--- src/rtl/conv_bias_act_pkg.sv ---
// Shared constants for the conv bias/activation slice: Q1.7 format limits,
// default geometry and the channel-advance helper.
package conv_bias_act_pkg;

  localparam int Q_W        = 8;
  localparam int FRAC_DEF   = 7;
  localparam int Q_MIN      = -128;
  localparam int Q_MAX      = 127;
  localparam int NUM_CH_DEF = 16;
  localparam int ACC_W_DEF  = 20;
  localparam int IDX_W      = 16;

  // Channel for the next beat: a flagged beat restarts the pixel at 0,
  // otherwise step and wrap at the last channel.
  function automatic logic [IDX_W-1:0] next_ch(input logic [IDX_W-1:0] ch,
                                               input logic             first,
                                               input int               num_ch);
    if (first || (ch >= IDX_W'(num_ch - 1))) begin
      return '0;
    end
    return ch + 1'b1;
  endfunction

endpackage

--- src/rtl/conv_bias_act_if.sv ---
// Accumulator-in / activation-out stream bundle. Both sides use valid/ready:
// a transfer happens on a rising edge where valid && ready; while valid is
// high and ready low the sender holds its payload unchanged.
interface conv_bias_act_if
  import conv_bias_act_pkg::*;
#(
  parameter int ACC_W = ACC_W_DEF
);

  logic                    in_valid;
  logic                    in_ready;
  logic signed [ACC_W-1:0] in_acc;
  logic                    in_first;
  logic                    out_valid;
  logic                    out_ready;
  logic signed [Q_W-1:0]   out_data;
  logic [IDX_W-1:0]        out_ch;

  modport master (
    output in_valid, in_acc, in_first, out_ready,
    input  in_ready, out_valid, out_data, out_ch
  );

  modport slave (
    input  in_valid, in_acc, in_first, out_ready,
    output in_ready, out_valid, out_data, out_ch
  );

endinterface

--- src/rtl/sat_round_q17.sv ---
// Combinational Q.14 -> Q1.7 stage: bias add, round-half-up shift, saturate.
// With CONV_BIAS_ACT_RELU_EN defined, negative results become 0 (not a clamp).
module sat_round_q17
  import conv_bias_act_pkg::*;
#(
  parameter int ACC_W = ACC_W_DEF,
  parameter int FRAC  = FRAC_DEF
) (
  input  logic signed [ACC_W-1:0] acc,
  input  logic signed [Q_W-1:0]   bias,
  output logic signed [Q_W-1:0]   q,
  output logic                    sat
);

  localparam int SW = ACC_W + 1;
  localparam logic signed [SW-1:0] HALF = SW'(2 ** (FRAC - 1));
  localparam logic signed [SW-1:0] QHI  = SW'(Q_MAX);
  localparam logic signed [SW-1:0] QLO  = SW'(Q_MIN);

  logic signed [SW-1:0] acc_x;
  logic signed [SW-1:0] bias_x;
  logic signed [SW-1:0] sum;
  logic signed [SW-1:0] shifted;

  always_comb begin
    acc_x   = acc;
    bias_x  = bias;
    sum     = acc_x + (bias_x <<< FRAC) + HALF;
    shifted = sum >>> FRAC;
    q       = shifted[Q_W-1:0];
    sat     = 1'b0;
    if (shifted > QHI) begin
      q   = Q_W'(Q_MAX);
      sat = 1'b1;
    end
`ifdef CONV_BIAS_ACT_RELU_EN
    else if (shifted[SW-1]) begin
      q = '0;
    end
`else
    else if (shifted < QLO) begin
      q   = Q_W'(Q_MIN);
      sat = 1'b1;
    end
`endif
  end

endmodule

--- src/rtl/conv_bias_act.sv ---
// Two-stage bias + round + saturate (+ optional ReLU via CONV_BIAS_ACT_RELU_EN)
// applied per output channel to a stream of convolution accumulators.
module conv_bias_act
  import conv_bias_act_pkg::*;
#(
  parameter int NUM_CH = NUM_CH_DEF,
  parameter int ACC_W  = ACC_W_DEF,
  parameter int FRAC   = FRAC_DEF
) (
  input  logic                  clk,
  input  logic                  rst_n,
  conv_bias_act_if.slave        strm,
  output logic [IDX_W-1:0]      bias_row,
  output logic [IDX_W-1:0]      bias_col,
  input  logic signed [Q_W-1:0] bias_data,
  output logic [IDX_W-1:0]      sat_cnt
);

  logic                    en;
  logic                    accept;
  logic [IDX_W-1:0]        ch;
  logic [IDX_W-1:0]        ch_eff;

  logic                    s1_valid;
  logic signed [ACC_W-1:0] s1_acc;
  logic signed [Q_W-1:0]   s1_bias;
  logic [IDX_W-1:0]        s1_ch;

  logic signed [Q_W-1:0]   res;
  logic                    res_sat;

  // One enable stalls the whole pipe, so a blocked output freezes everything.
  assign en            = !strm.out_valid || strm.out_ready;
  assign strm.in_ready = en;
  assign accept        = strm.in_valid && en;
  assign ch_eff        = next_ch(ch, strm.in_first, NUM_CH);
  assign bias_row      = ch_eff;
  assign bias_col      = '0;

  sat_round_q17 #(
    .ACC_W (ACC_W),
    .FRAC  (FRAC)
  ) u_sat (
    .acc  (s1_acc),
    .bias (s1_bias),
    .q    (res),
    .sat  (res_sat)
  );

  always_ff @(posedge clk or negedge rst_n) begin
    if (!rst_n) begin
      ch             <= IDX_W'(NUM_CH - 1);
      s1_valid       <= 1'b0;
      s1_acc         <= '0;
      s1_bias        <= '0;
      s1_ch          <= '0;
      strm.out_valid <= 1'b0;
      strm.out_data  <= '0;
      strm.out_ch    <= '0;
      sat_cnt        <= '0;
    end else if (en) begin
      s1_valid <= accept;
      if (accept) begin
        ch      <= ch_eff;
        s1_acc  <= strm.in_acc;
        s1_bias <= bias_data;
        s1_ch   <= ch_eff;
      end
      strm.out_valid <= s1_valid;
      if (s1_valid) begin
        strm.out_data <= res;
        strm.out_ch   <= s1_ch;
        if (res_sat && (sat_cnt != '1)) begin
          sat_cnt <= sat_cnt + 1'b1;
        end
      end
    end
  end

endmodule

--- src/flat_wrapper.sv ---
// flat-port wrapper written by rule: the top's interface ports become plain ports
module conv_bias_act_flat import conv_bias_act_pkg::*;
#(
  parameter int NUM_CH = NUM_CH_DEF,
  parameter int ACC_W  = ACC_W_DEF,
  parameter int FRAC   = FRAC_DEF
)
  (clk, rst_n, bias_row, bias_col, bias_data, sat_cnt, strm_in_valid, strm_in_acc, strm_in_first, strm_out_ready, strm_in_ready, strm_out_valid, strm_out_data, strm_out_ch);
  conv_bias_act_if #(.ACC_W(ACC_W)) strm_i ();
  input  logic clk;
  input  logic rst_n;
  output logic [IDX_W-1:0] bias_row;
  output logic [IDX_W-1:0] bias_col;
  input  logic signed [Q_W-1:0] bias_data;
  output logic [IDX_W-1:0] sat_cnt;
  input wire logic [$bits(strm_i.in_valid)-1:0] strm_in_valid;
  input wire logic [$bits(strm_i.in_acc)-1:0] strm_in_acc;
  input wire logic [$bits(strm_i.in_first)-1:0] strm_in_first;
  input wire logic [$bits(strm_i.out_ready)-1:0] strm_out_ready;
  output wire logic [$bits(strm_i.in_ready)-1:0] strm_in_ready;
  output wire logic [$bits(strm_i.out_valid)-1:0] strm_out_valid;
  output wire logic [$bits(strm_i.out_data)-1:0] strm_out_data;
  output wire logic [$bits(strm_i.out_ch)-1:0] strm_out_ch;
  assign strm_i.in_valid = strm_in_valid;
  assign strm_i.in_acc = strm_in_acc;
  assign strm_i.in_first = strm_in_first;
  assign strm_i.out_ready = strm_out_ready;
  assign strm_in_ready = strm_i.in_ready;
  assign strm_out_valid = strm_i.out_valid;
  assign strm_out_data = strm_i.out_data;
  assign strm_out_ch = strm_i.out_ch;
  conv_bias_act #(.NUM_CH(NUM_CH), .ACC_W(ACC_W), .FRAC(FRAC)) u_core (.clk(clk), .rst_n(rst_n), .strm(strm_i), .bias_row(bias_row), .bias_col(bias_col), .bias_data(bias_data), .sat_cnt(sat_cnt));
endmodule
--- config.mk ---
export PLATFORM = sky130hd
export DESIGN_NAME = conv_bias_act_flat
export DESIGN_NICKNAME = d
export VERILOG_FILES = /design/src/rtl/conv_bias_act_pkg.sv /design/src/rtl/conv_bias_act_if.sv /design/src/rtl/sat_round_q17.sv /design/src/rtl/conv_bias_act.sv /design/src/flat_wrapper.sv
export SDC_FILE = /design/constraint.sdc
export NUM_CORES = 1
export LEC_CHECK = 0
export CORE_ASPECT_RATIO = 1.2
export CORE_UTILIZATION = 25
export CTS_CLUSTER_DIAMETER = 150
export DETAILED_ROUTE_END_ITERATION = 10
export GPL_ROUTABILITY_DRIVEN = 0
export REMOVE_ABC_BUFFERS = 1
export SLEW_MARGIN = 5
export SYNTH_ARGS = -nofsm -noshare
export SYNTH_HDL_FRONTEND = slang
export SYNTH_SLANG_ARGS = --single-unit
export TNS_END_PERCENT = 20
--- constraint.sdc ---
create_clock -name clk -period 3.48 [get_ports clk]
set_input_delay 0.696 -clock clk [delete_from_list [all_inputs] [get_ports clk]]
set_output_delay 0.696 -clock clk [all_outputs]
set_load 0.05 [all_outputs]
==> results of run 1 <==
through the flow:
stage	area [µm²]	setup slack [ns]	total power [W]	util, %
after floorplan	4239	0.2153	0.002364	-
after global placement	5303	0.2011	0.002805	30.99
after detailed placement	5303	0.2170	0.002834	30.99
after CTS	5628	0.1581	0.003902	32.89
after global routing	5635	0.02848	0.004074	32.93
final	5635	0.2167	0.003856	32.93
what timing repair did:
| action | 4_1_cts | 5_1_grt |
|---|---|---|
| setup endpoints to repair | 0 | 6 |
| hold buffers | 0 | 0 |
| resized for setup | 0 | 1 |
cells in the final DEF, fill, tap and decap left out, types with 4 or more instances in the layout:
| master | Yosys | routed |
|---|---|---|
| a21o_1 | 10 | 10 |
| a21oi_1 | 10 | 10 |
| and2_1 | 15 | 15 |
| and3_1 | 7 | 7 |
| buf_4 | 29 | 11 |
| clkbuf_16 | 0 | 9 |
| clkdlybuf4s50_1 | 0 | 67 |
| conb_1 | 1 | 28 |
| dfrtp_1 | 80 | 80 |
| dfstp_2 | 4 | 4 |
| ha_1 | 15 | 15 |
| mux2_2 | 39 | 39 |
| nand2_1 | 23 | 23 |
| nand3_1 | 13 | 13 |
| nor2_1 | 18 | 18 |
| nor2b_1 | 4 | 4 |
| nor3_1 | 14 | 14 |
| o21ai_0 | 11 | 11 |
| xnor2_1 | 5 | 5 |
| xor2_1 | 18 | 18 |
per-layer routing:
layer	share of wire [%]	global-route usage, %	routed length, µm	vias up
met3	3.5	2.431	318	13
met2	51	18.10	4657	63
met1	44	13.23	4047	1475
met4	1.9	5.060	174	0
li1	-	-	-	1454
met5	0	0	0	-
where the power goes:
part	total, W	switching [W]	internal (W)	leakage, nW
Combinational	0.00156	0.000982	0.000583	1.39
Sequential	0.00126	0.000120	0.00114	1.08
Clock	0.00104	0.000405	0.000632	0.148
Total	0.00386	0.00151	0.00235	2.62
path summary, 6_finish.rpt:
| check | slack (ns) | cells after the start | endpoint | startpoint |
|---|---|---|---|---|
| hold reg to reg | 0.48 | 2 | u_core.s1_ch[0] | u_core.s1_ch[0] |
| max in group asynchronous | 2.18 | 1 | u_core.strm.out_data[5] | rst_n |
| min in group asynchronous | 0.53 | 1 | u_core.s1_ch[1] | rst_n |
| setup reg to reg | 0.22 | 10 | u_core.sat_cnt[11] | u_core.s1_bias[3] |
| setup / recovery | 0.22 | 10 | u_core.sat_cnt[11] | u_core.s1_bias[3] |
| hold / removal | 0.48 | 2 | u_core.s1_ch[0] | u_core.s1_ch[0] |
layout make-up:
cell class | count | area (µm²)
fill | 1724 | 11480
multi-input combinational | 280 | 2128
sequential | 84 | 2107
timing repair buffer | 80 | 793.3
tap | 216 | 270.3
clock buffer | 9 | 225.2
clock inverter | 7 | 100.1
inverter | 3 | 11.26
tightest hold or removal path, delay by kind of cell (launching register included):
family	cells	cell delay, ns
flops	1	0.34
simple gates	1	0.05
compound gates	1	0.05
state kept, by name, summed over array words and instances (netlist names):
name and flops:
u_core.sat_cnt 16, u_core.strm.out_ch 16, u_core.s1_ch 16, u_core.s1_acc 14
u_core.strm.out_data 8, u_core.s1_bias 8, u_core.s1_valid 1, u_core.ch 4
u_core.strm.out_valid 1
logic make-up after synthesis:
family                     Yosys count  synth area share, %
and+or+nand+nor                    121                16.04
buffers and inverters               44                6.704
other                                1              0.08478
adders and majority gates           16                4.696
DFF                                 84                47.64
xor gates and xnor gates            25                5.290
AOI/OAI and AO/OA                   50                9.279
muxes                               40                10.27
==> results.json, run 1 <==
{
  "worstPathArrival_ns": 3.47,
  "num_vias": 3005,
  "crit_path_cell_trace": "ha_1, a21o_1, a31o_1, o211a_4, o41ai_4, xor2_2, and4_1, buf_4, nor4b_1, xor2_1",
  "drt_iter0_markers": 125,
  "powerDensity_nw_per_um2": 684.3,
  "yosysSeqAreaShare_pct": 47.64,
  "start_util_pct": 25.85,
  "postSynthAreaPerCell_um2": 11.61,
  "numCtsBuffers": 9,
  "vdd_drop_max_uv": 261.6,
  "antenna_found_initial": 0,
  "htreeDepth": 3,
  "grt_use_total_pct": 10.89,
  "setup-tns-final_ns": 0,
  "rsz0062_at_grt": "no",
  "hp-class": "flip-flop to flip-flop",
  "hold_slack_ns": 0.4796,
  "totalWireLength_um": 9197,
  "outcome": "complete, no violations",
  "crit_type": "flip-flop to flip-flop",
  "cts_buffer_depth": 2,
  "netlist_area_um2": 4423,
  "grt_pass1_vias": 2976,
  "synth_top_area_share_pct": 45.26,
  "boundaryPins": 107,
  "crit_fanout": 9,
  "layoutNonFillerInstCount": 679,
  "wl_per_cell_um": 13.54,
  "finalClockSkew_ns": 0.006180,
  "setup_viol": 0,
  "numPortBuffers": 72,
  "viasPerCell": 4.426,
  "ys_async_sr_fraction_pct": 100.0,
  "nets": 507,
  "postRouteAntennaNets": 0,
  "ys_warn_count": 0,
  "cts_tree": "done",
  "clock-root-buffer": "clkbuf_16",
  "synth.largest_area_cell": "dfrtp_1",
  "rows": 52,
  "drc": 0,
  "fin_crit_sh_pct": 93.77,
  "synth_top_flop_cell": "dfrtp_1",
  "crit_path_max_incr_delay_ns": 0.46,
  "postCtsSetupBuffers": 0,
  "die-area_um2": 18230,
  "synthToLayoutAreaGrowth_pct": 27.41,
  "fin_crit_ns": 3.263,
  "final-hold-violation-count": 0,
  "synth_cell_type_count": 57,
  "core_area_um2": 17110,
  "clock-sinks": 84,
  "fmax_mhz": 306.4,
  "syn_inst": 381,
  "cp-end-kind": "flip-flop",
  "synth_area_leaders": "dfrtp_1 45%, mux2_2 9.9%, buf_4 4.9%",
  "grt_max_degree": 85,
  "p_leak_nw": 2.616,
  "dp_cells": 663,
  "worst_pin_slew_ns": 1.115,
  "die_h_um": 147.7,
  "yosysMostFrequentCell": "dfrtp_1",
  "die_w_um": 123.4,
  "dp_hpwl_um": 6703,
  "maxCapViolCount": 0,
  "drtPass1Iterations": 4,
  "critPathSlowestCell": "and4_1",
  "slew_violations": 0,
  "ys_ff_latch": 84,
  "clkLatencyLatePin_ns": 0.34,
  "critPathLaunchType": "flip-flop",
  "synth_edf_count": 0,
  "grt_pass1_wl_um": 15190,
  "diodes": 0,
  "critical_path_required_ns": 3.68,
  "drive_gt1_share_pct": 20.52,
  "gr-total-overflow": 0,
  "critPathTopFamily": "compound AO/OA/AOI/OAI gates",
  "clk_pin_slew_ns": 0.06,
  "slew_headroom_pct": 25.65,
  "synthTopCellsByCount": "80 x dfrtp_1, 39 x mux2_2, 29 x buf_4",
  "critPathBufInv": 1
}
No activity file was read; power rests on OpenSTA's default activity.
==> run 2, diff against run 1 <==
- GPL_ROUTABILITY_DRIVEN: 0 -> unset
==> results of run 2 <==
Final layout, timing and power as in run 1 (identical DEF).
